==> src/rtl/vote_pkg.sv <==
// Shared definitions for the voter input conditioning slice.
//   N_IN          number of voter inputs; bit order {e,d,c,b,a} = [4:0]
//   A_IDX..E_IDX  bit positions of the individual voter inputs
//   out_state_e   states of the output handshake FSM
package vote_pkg;

  localparam int N_IN = 5;

  localparam int A_IDX = 0;
  localparam int B_IDX = 1;
  localparam int C_IDX = 2;
  localparam int D_IDX = 3;
  localparam int E_IDX = 4;

  typedef enum logic [1:0] {
    INIT = 2'd0,
    IDLE = 2'd1,
    PEND = 2'd2
  } out_state_e;

endpackage

==> src/rtl/vote_debounce_bit.sv <==
// One input bit of the voter front-end: a SYNC_STAGES-deep synchroniser
// followed by a debounce counter that accepts a new level only after it
// has been seen on DB_CYCLES consecutive sample ticks.
// Ports:
//   clk        rising-edge clock
//   rst_n      asynchronous active-low reset
//   raw        asynchronous raw input bit
//   sample_en  debounce sample tick; the synchroniser runs regardless
//   deb        debounced (held) level
module vote_debounce_bit
  import vote_pkg::*;
#(
  parameter int SYNC_STAGES = 2,
  parameter int DB_CNT_W    = 8,
  parameter int DB_CYCLES   = 16
) (
  input  logic clk,
  input  logic rst_n,
  input  logic raw,
  input  logic sample_en,
  output logic deb
);

  localparam logic [DB_CNT_W-1:0] CNT_LAST = DB_CNT_W'(DB_CYCLES - 1);

  logic [SYNC_STAGES-1:0] sync_q;
  logic                   syn;
  logic [DB_CNT_W-1:0]    cnt_q;
  logic                   deb_q;

  // Synchroniser: shift raw through SYNC_STAGES flops; the MSB is the
  // metastability-resolved copy used by the debouncer.
  always_ff @(posedge clk or negedge rst_n) begin
    if (!rst_n) begin
      sync_q <= '0;
    end else begin
      sync_q <= {sync_q[SYNC_STAGES-2:0], raw};
    end
  end

  assign syn = sync_q[SYNC_STAGES-1];

  // Debounce: count consecutive disagreeing ticks; any agreeing tick
  // restarts the count, so a glitch shorter than DB_CYCLES ticks is lost.
  // The counter stops at CNT_LAST and never wraps.
  always_ff @(posedge clk or negedge rst_n) begin
    if (!rst_n) begin
      cnt_q <= '0;
      deb_q <= 1'b0;
    end else if (sample_en) begin
      if (syn == deb_q) begin
        cnt_q <= '0;
      end else if (cnt_q == CNT_LAST) begin
        deb_q <= syn;
        cnt_q <= '0;
      end else begin
        cnt_q <= cnt_q + 1'b1;
      end
    end
  end

  assign deb = deb_q;

endmodule

==> src/rtl/vote_input_conditioner.sv <==
// Front-end of the 5-input majority/override voter. Synchronises and
// debounces each raw input, then offers the stable vector to the voter
// through a valid/ready handshake, together with the bits that changed
// since the last accepted vector and a count of changes absorbed while a
// vector sat unaccepted.
// Ports:
//   clk           rising-edge clock
//   rst_n         asynchronous active-low reset
//   raw_in        asynchronous raw inputs {e,d,c,b,a}
//   sample_en     debounce sample tick (tie 1 to sample every cycle)
//   out_vec       stable vector to the voter, meaningful while out_valid
//   out_valid     out_vec holds a new vector
//   out_ready     consumer accepts; handshake when out_valid & out_ready
//   changed_mask  out_vec XOR previously accepted vector
//   missed_cnt    saturating count of debounced changes absorbed while pending
module vote_input_conditioner
  import vote_pkg::*;
#(
  parameter int SYNC_STAGES = 2,
  parameter int DB_CNT_W    = 8,
  parameter int DB_CYCLES   = 16
) (
  input  logic            clk,
  input  logic            rst_n,
  input  logic [N_IN-1:0] raw_in,
  input  logic            sample_en,
  output logic [N_IN-1:0] out_vec,
  output logic            out_valid,
  input  logic            out_ready,
  output logic [N_IN-1:0] changed_mask,
  output logic [7:0]      missed_cnt
);

  localparam int                  FL_W       = $clog2(SYNC_STAGES + 1);
  localparam logic [FL_W-1:0]     FLUSH_LAST = FL_W'(SYNC_STAGES);
  localparam logic [DB_CNT_W-1:0] INIT_LAST  = DB_CNT_W'(DB_CYCLES);

  function automatic logic [7:0] sat_inc8(input logic [7:0] v);
    return (v == 8'hFF) ? v : v + 8'd1;
  endfunction

  logic [N_IN-1:0]     deb;
  logic [N_IN-1:0]     deb_prev_q;
  logic [FL_W-1:0]     flush_cnt_q;
  logic [DB_CNT_W-1:0] init_cnt_q;
  out_state_e          state_q;
  out_state_e          state_d;

  logic hs;
  logic deb_diff;
  logic deb_moved;
  logic flush_done;
  logic init_done;

  logic load_vec;
  logic mask_from_deb;
  logic clr_valid;
  logic count_miss;
  logic init_tick;

  // ---- Stage: per-bit synchronise + debounce ----
  for (genvar i = 0; i < N_IN; i++) begin : g_bit
    vote_debounce_bit #(
      .SYNC_STAGES (SYNC_STAGES),
      .DB_CNT_W    (DB_CNT_W),
      .DB_CYCLES   (DB_CYCLES)
    ) u_bit (
      .clk       (clk),
      .rst_n     (rst_n),
      .raw       (raw_in[i]),
      .sample_en (sample_en),
      .deb       (deb[i])
    );
  end

  // ---- Stage: output FSM and presentation registers ----
  assign hs         = out_valid & out_ready;
  assign deb_diff   = (deb != out_vec);
  assign deb_moved  = (deb != deb_prev_q);
  assign flush_done = (flush_cnt_q == FLUSH_LAST);
  assign init_done  = (init_cnt_q == INIT_LAST);

  always_ff @(posedge clk or negedge rst_n) begin
    if (!rst_n) begin
      state_q <= INIT;
    end else begin
      state_q <= state_d;
    end
  end

  always_comb begin
    state_d = state_q;
    case (state_q)
      INIT:    if (init_done) state_d = PEND;
      IDLE:    if (deb_diff) state_d = PEND;
      PEND:    if (hs && !deb_diff) state_d = IDLE;
      default: state_d = INIT;
    endcase
  end

  // In PEND a handshake with a newer debounced vector reloads in the same
  // cycle, so back-to-back vectors go out without a bubble.
  always_comb begin
    load_vec      = 1'b0;
    mask_from_deb = 1'b0;
    clr_valid     = 1'b0;
    count_miss    = 1'b0;
    init_tick     = 1'b0;
    case (state_q)
      INIT: begin
        if (init_done) begin
          load_vec      = 1'b1;
          mask_from_deb = 1'b1;
        end else if (flush_done && sample_en) begin
          init_tick = 1'b1;
        end
      end
      IDLE: begin
        if (deb_diff) load_vec = 1'b1;
      end
      PEND: begin
        if (hs) begin
          if (deb_diff) load_vec = 1'b1;
          else          clr_valid = 1'b1;
        end else if (deb_moved) begin
          count_miss = 1'b1;
        end
      end
      default: ;
    endcase
  end

  // The INIT count only starts once the synchroniser has been refilled
  // after reset, so it lines up with the debouncers' own first ticks and
  // the startup vector is the settled input level rather than the
  // reset value.
  always_ff @(posedge clk or negedge rst_n) begin
    if (!rst_n) begin
      flush_cnt_q  <= '0;
      init_cnt_q   <= '0;
      deb_prev_q   <= '0;
      out_vec      <= '0;
      changed_mask <= '0;
      out_valid    <= 1'b0;
      missed_cnt   <= '0;
    end else begin
      deb_prev_q <= deb;
      if (!flush_done) flush_cnt_q <= flush_cnt_q + 1'b1;
      if (init_tick)   init_cnt_q  <= init_cnt_q + 1'b1;
      if (load_vec) begin
        out_vec      <= deb;
        changed_mask <= mask_from_deb ? deb : (deb ^ out_vec);
        out_valid    <= 1'b1;
      end else if (clr_valid) begin
        out_valid <= 1'b0;
      end
      if (count_miss) missed_cnt <= sat_inc8(missed_cnt);
    end
  end

endmodule

==> config.mk <==
export PLATFORM = sky130hd
export DESIGN_NAME = vote_input_conditioner
export DESIGN_NICKNAME = d
export VERILOG_FILES = /design/src/rtl/vote_pkg.sv /design/src/rtl/vote_debounce_bit.sv /design/src/rtl/vote_input_conditioner.sv
export SDC_FILE = /design/constraint.sdc
export NUM_CORES = 1
export LEC_CHECK = 0
export CORE_ASPECT_RATIO = 1.25
export CORE_MARGIN = 1.5
export CORE_UTILIZATION = 70
export CTS_BUF_LIST = sky130_fd_sc_hd__clkbuf_8
export DETAILED_ROUTE_END_ITERATION = 10
export DONT_BUFFER_PORTS = 1
export PLACE_DENSITY = 0.84
export SLEW_MARGIN = 20
export SYNTH_ARGS = -nofsm -noshare
export SYNTH_HDL_FRONTEND = slang
export SYNTH_SLANG_ARGS = --single-unit
==> constraint.sdc <==
create_clock -name clk -period 4.5 [get_ports clk]
set_clock_uncertainty 0.2 [all_clocks]
set_input_delay 0.45 -clock clk [delete_from_list [all_inputs] [get_ports clk]]
set_output_delay 0.45 -clock clk [all_outputs]
set_load 0.02 [all_outputs]
# [After elaboration in Yosys (flattened, before gate mapping)]
# Cells that the tools add are included.
[word_totals] reg_bits=91 in_bits=9 out_inout_bits=19 wordCells=102
[classes] n_addsub=8 eq_ne=20 mux=31 n_bitwise=8 n_reduce_logical=12
[ops] op="8-bit two-way mux" count=10
[ops] op="8-bit by 1-bit adder with 8-bit output (second input constant)" count=7
[ops] op="8-bit by 4-bit == test with 1-bit output (second input constant)" count=5
[ops] op="3-bit AND reduction" count=6
[ops] op="1-bit two-way mux" count=15
[ops] op="5-bit != test" count=2
[ops] op="8-bit by 5-bit == test with 1-bit output (second input constant)" count=1
[ops] op="8-bit == test (second input constant)" count=1
[ops] op="2-bit two-way mux" count=3
[ops] op="2-bit != test (second input constant)" count=3
[ops] op="1-bit NOT" count=6
[ops] op="2-bit one-hot mux with 3 select lines" count=1
[ops] op="1-bit == test" count=5
[ops] op="5-bit two-way mux" count=1
[ops] op="5-bit bitwise XOR" count=1
[ops] op="2-bit == test (second input constant)" count=2
[ops] op="1-bit one-hot mux with 3 select lines" count=1
[ops] op="2-bit by 1-bit adder with 2-bit output (second input constant)" count=1
[ops] op="2-bit by 1-bit == test with 1-bit output (second input constant)" count=1
[ops] op="1-bit logical AND" count=2
[ops] op="2-bit logical NOT" count=1
[ops] op="2-bit AND reduction" count=1
[ops] op="2-bit nonzero test" count=1
[ops] op="1-bit AND" count=1
[ops] op="1-bit logical NOT" count=1

# [Longest topological paths before layout]
# Gate-level depths: netlist of the first run.
[logic_depth] depth_word=6 ltp_mapped=7 mapped_depth_nobuf=7

# [Modules after synthesis]
# A second synthesis of the first run with hierarchy kept.
[hier_totals] cells_unflattened=367 area_unflattened_um2=4371.7
[by_module_without_submodules] module="vote_debounce_bit" instances=5 cells_per_inst=44 area_per_inst_um2=524.3 seq_area_each_um2=275.3
[by_module_without_submodules] module="vote_input_conditioner" instances=1 cells_per_inst=147 area_per_inst_um2=1750.4 seq_area_each_um2=900.9

# [Worst setup path after synthesis of the first run]
# No wires, ideal clock.
[synth_timing] path_kind="flip-flop to flip-flop" startpoint="register missed_cnt[0]" endpoint="register missed_cnt[5]" setup_ns=0.130 arrival_time_ns=1.652 required_ns=4.170 slack_ns=2.518 stages_incl_launch_ff=7 n_path_buf=0 synth_period_minus_slack_ns=1.982 path_cell_list="dfrtp_1 > ha_1 > nand3_1 > o211ai_2 > a31oi_4 > or3b_1 > xnor2_1"
[synth_via] elab_chain_len=3 word_cells_on_any_way=4 classes_between="add/sub (1); eq/ne (1); bitwise (1); reduce/logical (1)"
[synth_rtl] element="start, declared" line="vote_input_conditioner.sv:31" source="output logic [7:0] missed_cnt"
[synth_rtl] element="start signal, assigned" line="vote_input_conditioner.sv:157" source="if (count_miss) missed_cnt <= sat_inc8(missed_cnt);"
[synth_rtl] element="parallel branches: the longest is 3 deep, another holds 8-bit by 1-bit adder with 8-bit output"
# Parallel ways; which one is timed is not known.
# A chain may end at the register's enable or synchronous reset.

# [Worst setup path after layout of the first run]
[layout_timing] startpoint="register init_cnt_q[0]" endpoint="register changed_mask[4]"
[layout_via] elab_chain_len=4 word_cells_on_any_way=5 classes_between="eq/ne (1); mux (4)"
[layout_rtl] element="start, declared" line="vote_input_conditioner.sv:45" source="logic [DB_CNT_W-1:0] init_cnt_q;"
[layout_rtl] element="start signal, assigned" line="vote_input_conditioner.sv:149" source="if (init_tick) init_cnt_q <= init_cnt_q + 1'b1;"
[layout_rtl] element="8-bit by 5-bit == test with 1-bit output *" line="vote_input_conditioner.sv:81" source="assign init_done = (init_cnt_q == INIT_LAST);"
[layout_rtl] element="1-bit two-way mux *" line="vote_input_conditioner.sv:111" source="if (init_done) begin"
[layout_rtl] element="1-bit two-way mux" line="vote_input_conditioner.sv:109" source="case (state_q)"
[layout_rtl] element="5-bit two-way mux" line="vote_input_conditioner.sv:152" source="changed_mask <= mask_from_deb ? deb : (deb ^ out_vec);"
[layout_rtl] element="end signal, assigned" line="vote_input_conditioner.sv:152"
[layout_rtl] element="end, declared" line="vote_input_conditioner.sv:30" source="output logic [N_IN-1:0] changed_mask,"
# Mark *: on every way between the ends. The rest lies on a longest branch, timed or not.

==> results of run 1 <==
==> power groups by stage <==
stage,Clock (mW),Combinational [mW],Sequential [mW]
6_report,0.615,0.214,0.943
5_1_grt,0.662,0.246,0.952
4_1_cts,0.624,0.217,0.941
3_5_place_dp,0,0.190,0.958
3_3_place_gp,0,0.179,0.955
2_1_floorplan,0,0.162,0.942
==> area by class of cell <==
| type | instances | area share [%] |
|---|---|---|
| tap | 82 | 2.20 |
| timing repair buffer | 8 | 2.09 |
| clock inverter | 5 | 1.63 |
| sequential | 91 | 48.8 |
| multi-input combinational | 269 | 40.4 |
| inverter | 21 | 1.69 |
| clock buffer | 11 | 3.24 |
==> path summary, 6_finish.rpt <==
path / endpoint / slack [ns] / cells after the start
worst min register to register: g_bit[2].u_bit.sync_q[1] / 0.15 / 0
worst min-delay path: g_bit[0].u_bit.cnt_q[1] / 0.03 / 1
max in group asynchronous: g_bit[4].u_bit.cnt_q[1] / 3.29 / 2
worst max register to register: changed_mask[4] / 2.08 / 6
min in group asynchronous: init_cnt_q[0] / 0.46 / 2
worst max-delay path: changed_mask[4] / 2.08 / 6
==> cell usage after synthesis (2+ instances only) <==
library cell / instances / area [sq um]
a21o_1: 3 / 22.5
a221oi_1: 2 / 17.5
a41o_1: 2 / 20.0
and2_1: 3 / 18.8
and3_1: 12 / 75.1
buf_2: 4 / 20.0
buf_4: 2 / 15.0
buf_6: 2 / 22.5
clkbuf_1: 5 / 18.8
dfrtp_1: 91 / 2280
ha_1: 9 / 113
inv_1: 21 / 78.8
mux2_2: 6 / 67.6
mux2_4: 10 / 150
mux2i_1: 6 / 60.1
nand2_1: 40 / 150
nand3_1: 25 / 125
nand4_1: 10 / 62.6
nor2_1: 25 / 93.8
nor2b_1: 2 / 12.5
nor3_1: 2 / 10.0
nor3_2: 2 / 20.0
nor3b_1: 3 / 22.5
nor4_1: 3 / 18.8
o211ai_2: 2 / 25.0
o21ai_0: 24 / 120
o22ai_1: 7 / 43.8
o31ai_1: 5 / 37.5
or4_1: 2 / 15.0
xnor2_1: 33 / 289
xor2_1: 17 / 149
xor2_2: 2 / 32.5
==> registers in the layout, indices dropped and copies added (netlist names) <==
register / cells
g_bit.u_bit.sync_q: 10
flush_cnt_q: 2
out_valid: 1
init_cnt_q: 8
state_q: 2
out_vec: 5
changed_mask: 5
missed_cnt: 8
deb_prev_q: 5
g_bit.u_bit.deb: 5
g_bit.u_bit.cnt_q: 40
==> metrics by stage <==
step                hold WS, ns  area, sq um
floorplan               -0.0456         4320
global placement        -0.0439         4340
detailed placement      -0.0439         4340
CTS                     0.00146         4670
global route            0.00725         4670
finish                   0.0251         4670
==> kinds of logic (layout without fill, tap and decap cells) <==
family / Yosys count / count (layout) / share of synthesized area [%]
adder cells (fa/ha/maj): 9 / 9 / 2.61
multiplexers: 22 / 22 / 6.43
buffers and inverters: 34 / 45 / 3.59
AND/OR/NAND/NOR: 137 / 137 / 16.0
XOR/XNOR: 52 / 52 / 10.9
flip-flops: 91 / 91 / 52.8
AO/OA/AOI/OAI: 49 / 49 / 7.68
==> repair_timing <==
item,4_1_cts,5_1_grt
hold endpoints to repair,109,0
hold buffers,8,0
gates resized for setup,0,0
setup endpoints to repair,0,0
==> metal layers <==
| metal | global-route usage (%) | part of all wire (%) | up-vias |
|---|---|---|---|
| met5 | 0 | 0 | - |
| met1 | 31.1 | 43 | 1381 |
| li1 | - | - | 1355 |
| met4 | 11.0 | 2.0 | 0 |
| met2 | 39.8 | 50 | 53 |
| met3 | 5.80 | 4.1 | 12 |
==> results.yml, run 1 <==
run_status:
  status: "finished clean"
worst_setup_path:
  worstPathMaxFanout: 10
  path_delay_family: "compound AO/OA/AOI/OAI gates"
  crit_start: "init_cnt_q[0]"
  cp.arrival_ns: 2.46
  cp.required_ns: 4.54
  crit_type: "reg2reg"
  path_buf_inv: 1
  endpoint_kind: "flip-flop"
  rr_startpoint: "init_cnt_q[0]"
  cp_cell_sequence: "inv_1 > ha_1 > and4bb_2 > nand3_1 > a21boi_2 > mux2_4"
  crit_slowest_cell: "a21boi_2"
  start_kind: "flip-flop"
  max_stage_delay_ns: 0.67
floorplanning:
  die_h_um: 90.8
  num_rows: 31
  dieArea_sq_mm: 0.00665
  die_w_um: 73.2
  core_sq_mm: 0.00586
  initial_utilization_pct: 73.7
  ios: 28
grt:
  grt_pass1_vias: 2806
  grt_first_pass_wirelength_mm: 12.7
  antenna_found_initial: 0
  grt_max_degree: 92
  grt_usage_pct: 24.7
  overflow: 0
power:
  p_seq_share_pct: 53.2
  switchingPower_uw: 467
  ir_worst_vdd_mv: 0.260
  p_clk_share_pct: 34.7
  p_leak_nw: 2.20
  powerDensity_mw_per_mm2: 380
  p_sw_share_pct: 26.3
  intPower_mw: 1.31
  pwr-share-comb_pct: 12.1
  power_mw: 1.77
timing:
  worst_pin_slew_ns: 0.773
  finalSetupViolCount: 0
  setup_tns_ns: 0
  max_slew_margin_pct: 48.2
  min_period_over_period_pct: 53.8
  max_freq_mhz: 413
  hold_viol_final: 0
  maxSlewViolCount: 0
  rsz0062_at_grt: "no"
  finalWorstSetupSlack_ns: 2.08
  post-route-min-period_ns: 2.42
synthesis:
  synth-seq-cells: 91
  netlist_instances: 394
  async_flop_share_pct: 100
  yosysWarnings: 0
  ys_seq_area_share_pct: 52.8
  synth_area_per_cell_sq_um: 11.0
  synth_edf_count: 0
  syn_nets: 412
  syn_area_sq_mm: 0.00432
  synth-main-ff-cell: "dfrtp_1"
  synth.distinct_cells: 44
placed_design:
  routabilityCongestion: 0.851
  place_inst: 463
  port_buffers: 0
  pre_cts_ws_ns: 2.07
  dpl.hpwl_mm: 4.88
clock_tree:
  clkSlewWorstSetupHoldPaths_ns: 0.09
  clock_path_buffers: 2
  h-tree-depth: 3
  cts_setup_buffers: 0
  clock-sinks: 91
  cts_buffers: 9
  clk-insertion-delay-late_ns: 0.36
  cts_tree: "done"
  cts_root_buf: "clkbuf_8"
layout:
  drive_above_1_share_pct: 10.4
  utilization_pct: 79.7
  fill_cells: 358
  fin_cells: 487
  area_delta_synth_final_pct: 8.14
  ff_latch_area_sq_mm: 0.00228
  num-nets-final: 418
  layout_common_cells: "dfrtp_1 (91), nand2_1 (40), xnor2_1 (33), nand3_1 (25), nor2_1 (25)"
  n_antenna_cell: 0
  layout_commonest_cell: "dfrtp_1"
  multi_input_area_sq_mm: 0.00188
route:
  wirelength_mm: 7.32
  vias: 2801
  drc: 0
  antenna_left: 0
  vias_per_cell: 5.75
  drt_first_pass_iters: 4
  avgRoutedWirePerCell_um: 15.0
  drt_iter0_drc: 88
hold_path:
  min_from: "sample_en"
  min_path_type: "in2reg"
job:
  cap_violations: 0
(Power assumes the default switching activity.)
==> run 2, diff against run 1 <==
--- a/config.mk
+++ b/config.mk
@@ -7,11 +7,11 @@
 export LEC_CHECK = 0
 export CORE_ASPECT_RATIO = 1.25
 export CORE_MARGIN = 1.5
-export CORE_UTILIZATION = 70
+export CORE_UTILIZATION = 66
 export CTS_BUF_LIST = sky130_fd_sc_hd__clkbuf_8
 export DETAILED_ROUTE_END_ITERATION = 10
 export DONT_BUFFER_PORTS = 1
-export PLACE_DENSITY = 0.84
+export PLACE_DENSITY = 0.8
 export SLEW_MARGIN = 20
 export SYNTH_ARGS = -nofsm -noshare
 export SYNTH_HDL_FRONTEND = slang
==> constraint.sdc (replaced) <==
create_clock -name clk -period 2.4 [get_ports clk]
set_clock_uncertainty 0.2 [all_clocks]
set_input_delay 0.24 -clock clk [delete_from_list [all_inputs] [get_ports clk]]
set_output_delay 0.24 -clock clk [all_outputs]
set_load 0.02 [all_outputs]
==> run 2 against run 1 <==
Against the previous run:
- the flow now finishes with violations (hold timing)
- critical path depth up 1
- worst hold slack worse by 0.66 ns
- die area up 5.8%
- clock power up 59%
- maximum frequency up 13%
- total power up 77%
- first-iteration DRC count up 34%
- cell area down 0.97%
- worst setup slack worse by 1.8 ns
- clock-buffer cell count down 1
- sequential cell count unchanged
- largest power group unchanged
==> results.yml, run 2 (synthesized netlist as in run 1, its figures left out) <==
run_status:
  status: "finished, violations left"
  violations: "hold timing"
timing:
  min_period_over_period_pct: 89.2
  max_slew_margin_pct: 66.2
  hold_viol_final: 91
  rsz0062_at_grt: "no"
  worst_pin_slew_ns: 0.505
  setup_tns_ns: 0
  hold-worst-slack_ns: -0.635
  post-route-min-period_ns: 2.14
  maxSlewViolCount: 0
  max_freq_mhz: 467
  finalSetupViolCount: 0
worst_setup_path:
  worstPathMaxFanout: 10
  worstReg2RegEnd: "changed_mask[2]"
  endpoint_kind: "flip-flop"
  crit_start: "init_cnt_q[0]"
  rr_startpoint: "init_cnt_q[0]"
  cp-endpoint: "changed_mask[2]"
  r2r_slack_ns: 0.26
  cp.arrival_ns: 2.18
  reg2reg_depth: 7
  start_kind: "flip-flop"
  cp.required_ns: 2.44
  crit_type: "reg2reg"
layout:
  drive_above_1_share_pct: 10.4
  layout_commonest_cell: "dfrtp_1"
  largest_registers: "g_bit.u_bit.cnt_q (40), g_bit.u_bit.sync_q (10)"
  n_antenna_cell: 0
  design_area_sq_mm: 0.00462
  num-nets-final: 419
  layout_common_cells: "dfrtp_1 (91), nand2_1 (40), xnor2_1 (33), nand3_1 (25), nor2_1 (25)"
  regMostFlops: "g_bit.u_bit.cnt_q"
  largest_register_ffs: 40
  fill_cells: 411
  area_delta_synth_final_pct: 7.10
job:
  cap_violations: 0
grt:
  grt_pass1_vias: 2815
  grt_usage_pct: 23.8
  grt_first_pass_wirelength_mm: 12.4
  overflow: 0
  grt_max_degree: 92
  antenna_found_initial: 0
route:
  drt_first_pass_iters: 5
  antenna_left: 0
  wl_met1_mm: 3.16
  vias: 2801
  avgRoutedWirePerCell_um: 15.1
  highest_layer: "met4"
  wirelength_mm: 7.39
  drt_iter0_drc: 118
  drc: 0
  vias_per_cell: 5.73
  dr_wl_met2_mm: 3.66
  routed-wl-met3_um: 383
hold_path:
  min_path_type: "in2async"
power:
  p_leak_nw: 2.19
  powerDensity_mw_per_mm2: 678
  ir_worst_vdd_mv: 0.540
clock_tree:
  h-tree-depth: 3
  clock-sinks: 91
  clkSlewWorstSetupHoldPaths_ns: 0.08
  cts_hold_buf: 7
  cts_buffers: 9
  cts.repair.resized: 0
  clk-insertion-delay-late_ns: 0.36
  cts_tree: "done"
  cts_setup_buffers: 0
  cts_root_buf: "clkbuf_8"
  clock_path_buffers: 2
floorplanning:
  die_w_um: 75.3
  core_sq_mm: 0.00625
  num_rows: 32
  initial_utilization_pct: 69.1
  dieArea_sq_mm: 0.00704
  ios: 28
  die_h_um: 93.4
placed_design:
  dpl.hpwl_mm: 4.82
  routabilityCongestion: 0.844
  post_dp_cell_area_sq_mm: 0.00436
  port_buffers: 0
[run 2: how the worst min path moves through the flow]
| stage | cells after the start | slack [ns] | to | from |
|---|---|---|---|---|
| floorplan | 0 | -0.26 | changed_mask[0] | rst_n |
| global placement | 0 | -0.25 | init_cnt_q[4] | rst_n |
| detailed placement | 0 | -0.25 | init_cnt_q[4] | rst_n |
| CTS | 0 | -0.65 | init_cnt_q[4] | rst_n |
| global route | 0 | -0.67 | init_cnt_q[4] | rst_n |
| finish | 0 | -0.63 | init_cnt_q[4] | rst_n |
[run 2: through the flow]
stage	setup WS (ns)	power [mW]	util, %	hold slack, ns	cells
CTS	0.254	3.15	74.0	-0.646	489
global route	0.128	3.29	74.0	-0.667	489
detailed placement	0.272	2.15	69.8	-0.254	468
global placement	0.346	2.12	69.8	-0.254	468
finish	0.259	3.14	74.0	-0.635	489
floorplan	0.418	2.07	-	-0.256	394
[run 2: power by group]
| group | total (mW) | switching (mW) | leakage, nW | internal, mW |
|---|---|---|---|---|
| clock network | 0.979 | 0.488 | 0.0992 | 0.491 |
| registers | 1.77 | 0.131 | 1.22 | 1.64 |
| logic | 0.386 | 0.215 | 0.870 | 0.171 |
| total | 3.14 | 0.834 | 2.19 | 2.30 |
[run 2: layout make-up]
type                            instances  area (sq um)  area share, %
Timing Repair Buffer                    9          95.1           2.06
Clock inverter                          4          43.8          0.947
Sequential cell                        91          2280           49.3
Inverter                               21          78.8           1.71
Clock buffer                           10           138           2.98
Multi-Input combinational cell        269          1880           40.8
Tap cell                               85           106           2.30
[run 2: layer usage]
metal,up-vias,global-route usage [%]
met2,56,37.7
met1,1372,28.9
met4,0,10.9
li1,1357,-
met5,-,0
met3,16,7.97
[run 2: critical path: stages, from the launching register on]
cell	delay, ns
dfrtp_1	0.40
inv_1	0.09
ha_1	0.19
and4bb_2	0.22
nand3_1	0.19
a21boi_2	0.19
buf_4	0.23
mux2_4	0.32
==> run 3, diff against run 2 <==
--- a/config.mk
+++ b/config.mk
@@ -11,6 +11,7 @@
 export CTS_BUF_LIST = sky130_fd_sc_hd__clkbuf_8
 export DETAILED_ROUTE_END_ITERATION = 10
 export DONT_BUFFER_PORTS = 1
+export HOLD_SLACK_MARGIN = 0.15
 export PLACE_DENSITY = 0.8
 export SLEW_MARGIN = 20
 export SYNTH_ARGS = -nofsm -noshare
==> run 3 against run 2 <==
Against the previous run:
- the flow still finishes with violations (hold timing)
- first-iteration DRC count is 13% lower
- sequential power about the same
- die area did not move
- sequential share of layout area fell by 0.21 points
- largest power group unchanged
- highest routed layer unchanged
==> results.yml, run 3 (synthesized netlist as in run 1, its figures left out) <==
power:
  ir_worst_vdd_mv: 0.540
  p_leak_nw: 2.20
  power_mw: 3.14
  powerDensity_mw_per_mm2: 677
layout:
  drive_above_1_share_pct: 10.3
  area_delta_synth_final_pct: 7.57
  largest_register_ffs: 40
  regMostFlops: "g_bit.u_bit.cnt_q"
  n_antenna_cell: 0
  num-nets-final: 421
  largest_registers: "g_bit.u_bit.cnt_q (40), g_bit.u_bit.sync_q (10)"
  layout_common_cells: "dfrtp_1 (91), nand2_1 (40), xnor2_1 (33), nand3_1 (25), nor2_1 (25)"
  layout_commonest_cell: "dfrtp_1"
clock_tree:
  cts_buffers: 9
  cts_root_buf: "clkbuf_8"
  clk-insertion-delay-late_ns: 0.36
  cts_setup_buffers: 0
  cts_tree: "done"
  h-tree-depth: 3
  cts_hold_buf: 9
  cts.repair.resized: 0
  clkSlewWorstSetupHoldPaths_ns: 0.08
  clock-sinks: 91
  clock_path_buffers: 2
floorplanning:
  ios: 28
  core_sq_mm: 0.00625
  num_rows: 32
  dieArea_sq_mm: 0.00704
  die_h_um: 93.4
  die_w_um: 75.3
  initial_utilization_pct: 69.1
grt:
  antenna_found_initial: 0
  grt_max_degree: 92
  grt_usage_pct: 23.5
  grt_pass1_vias: 2821
  grt_first_pass_wirelength_mm: 12.3
  overflow: 0
timing:
  hold_viol_final: 91
  rsz0062_at_grt: "no"
  setup_tns_ns: 0
  hold-worst-slack_ns: -0.637
  worst_pin_slew_ns: 0.504
  min_period_over_period_pct: 91.6
  finalSetupViolCount: 0
  max_freq_mhz: 455
  post-route-min-period_ns: 2.20
  maxSlewViolCount: 0
  max_slew_margin_pct: 66.3
worst_setup_path:
  r2r_slack_ns: 0.20
  path_delay_family: "buffers and inverters"
  reg2reg_depth: 6
  worstReg2RegEnd: "g_bit[3].u_bit.cnt_q[0]"
  crit_start: "g_bit[3].u_bit.cnt_q[5]"
  cp.required_ns: 2.44
  crit_slowest_cell: "dlygate4sd3_1"
  rr_startpoint: "g_bit[3].u_bit.cnt_q[5]"
  cp.arrival_ns: 2.24
  start_kind: "flip-flop"
  crit_type: "reg2reg"
  worstPathMaxFanout: 4
  path_buf_inv: 2
  cp_cell_sequence: "nor4_1 > a41o_1 > inv_1 > nand2_1 > mux2i_1 > dlygate4sd3_1"
  endpoint_kind: "flip-flop"
  max_stage_delay_ns: 0.55
route:
  drc: 0
  vias_per_cell: 5.74
  wirelength_mm: 7.33
  drt_first_pass_iters: 5
  vias: 2817
  drt_iter0_drc: 103
  antenna_left: 0
  avgRoutedWirePerCell_um: 14.9
run_status:
  status: "finished, violations left"
  violations: "hold timing"
placed_design:
  dpl.hpwl_mm: 4.82
  port_buffers: 0
  routabilityCongestion: 0.844
job:
  cap_violations: 0
hold_path:
  min_path_type: "in2async"
-- run 3: metal layers --
metal,part of all wire (%),GRT usage (%),up-vias
met5,0,0,-
met4,2.5,10.9,0
li1,-,-,1361
met3,4.9,7.97,17
met1,43,28.3,1382
met2,49,37.4,57
-- run 3: how the worst max path moves through the flow --
| stage | to | cells past startpoint |
|---|---|---|
| 5_1_grt | changed_mask[2] | 7 |
| 2_1_floorplan | missed_cnt[5] | 6 |
| 3_3_place_gp | changed_mask[0] | 7 |
| 4_1_cts | g_bit[3].u_bit.cnt_q[0] | 6 |
| 3_5_place_dp | changed_mask[2] | 7 |
| 6_report | g_bit[3].u_bit.cnt_q[0] | 6 |
-- run 3: report_power, final --
group / internal, mW / total, mW / leakage, nW / switching (mW)
combinational: 0.175 / 0.392 / 0.879 / 0.217
sequential: 1.64 / 1.77 / 1.22 / 0.131
clock: 0.491 / 0.981 / 0.0992 / 0.490
-- run 3: stage by stage --
step	setup WS [ns]	util, %	cell area, sq um	hold slack (ns)	cells
global route	0.128	74.3	4640	-0.667	491
detailed placement	0.272	69.8	4360	-0.254	468
finish	0.202	74.3	4640	-0.637	491
floorplan	0.418	-	4320	-0.256	394
CTS	0.219	74.3	4640	-0.646	491
global placement	0.346	69.8	4360	-0.254	468
-- run 3: layout make-up --
cell class	instances	area, sq um
Fill cell	409	1600
Clock inverter	4	43.8
Multi-Input combinational cell	269	1880
Tap cell	85	106
Sequential cell	91	2280
Clock buffer	10	138
Timing Repair Buffer	11	115
Inverter	21	78.8
-- run 3: worst reg2reg max path: cells and delay by family, from the launching register on --
family	cells	cell delay (ns)
AOI/OAI and AO/OA	1	0.27
muxes	1	0.07
DFF	1	0.43
and+or+nand+nor	2	0.50
buffers and inverters	2	0.61
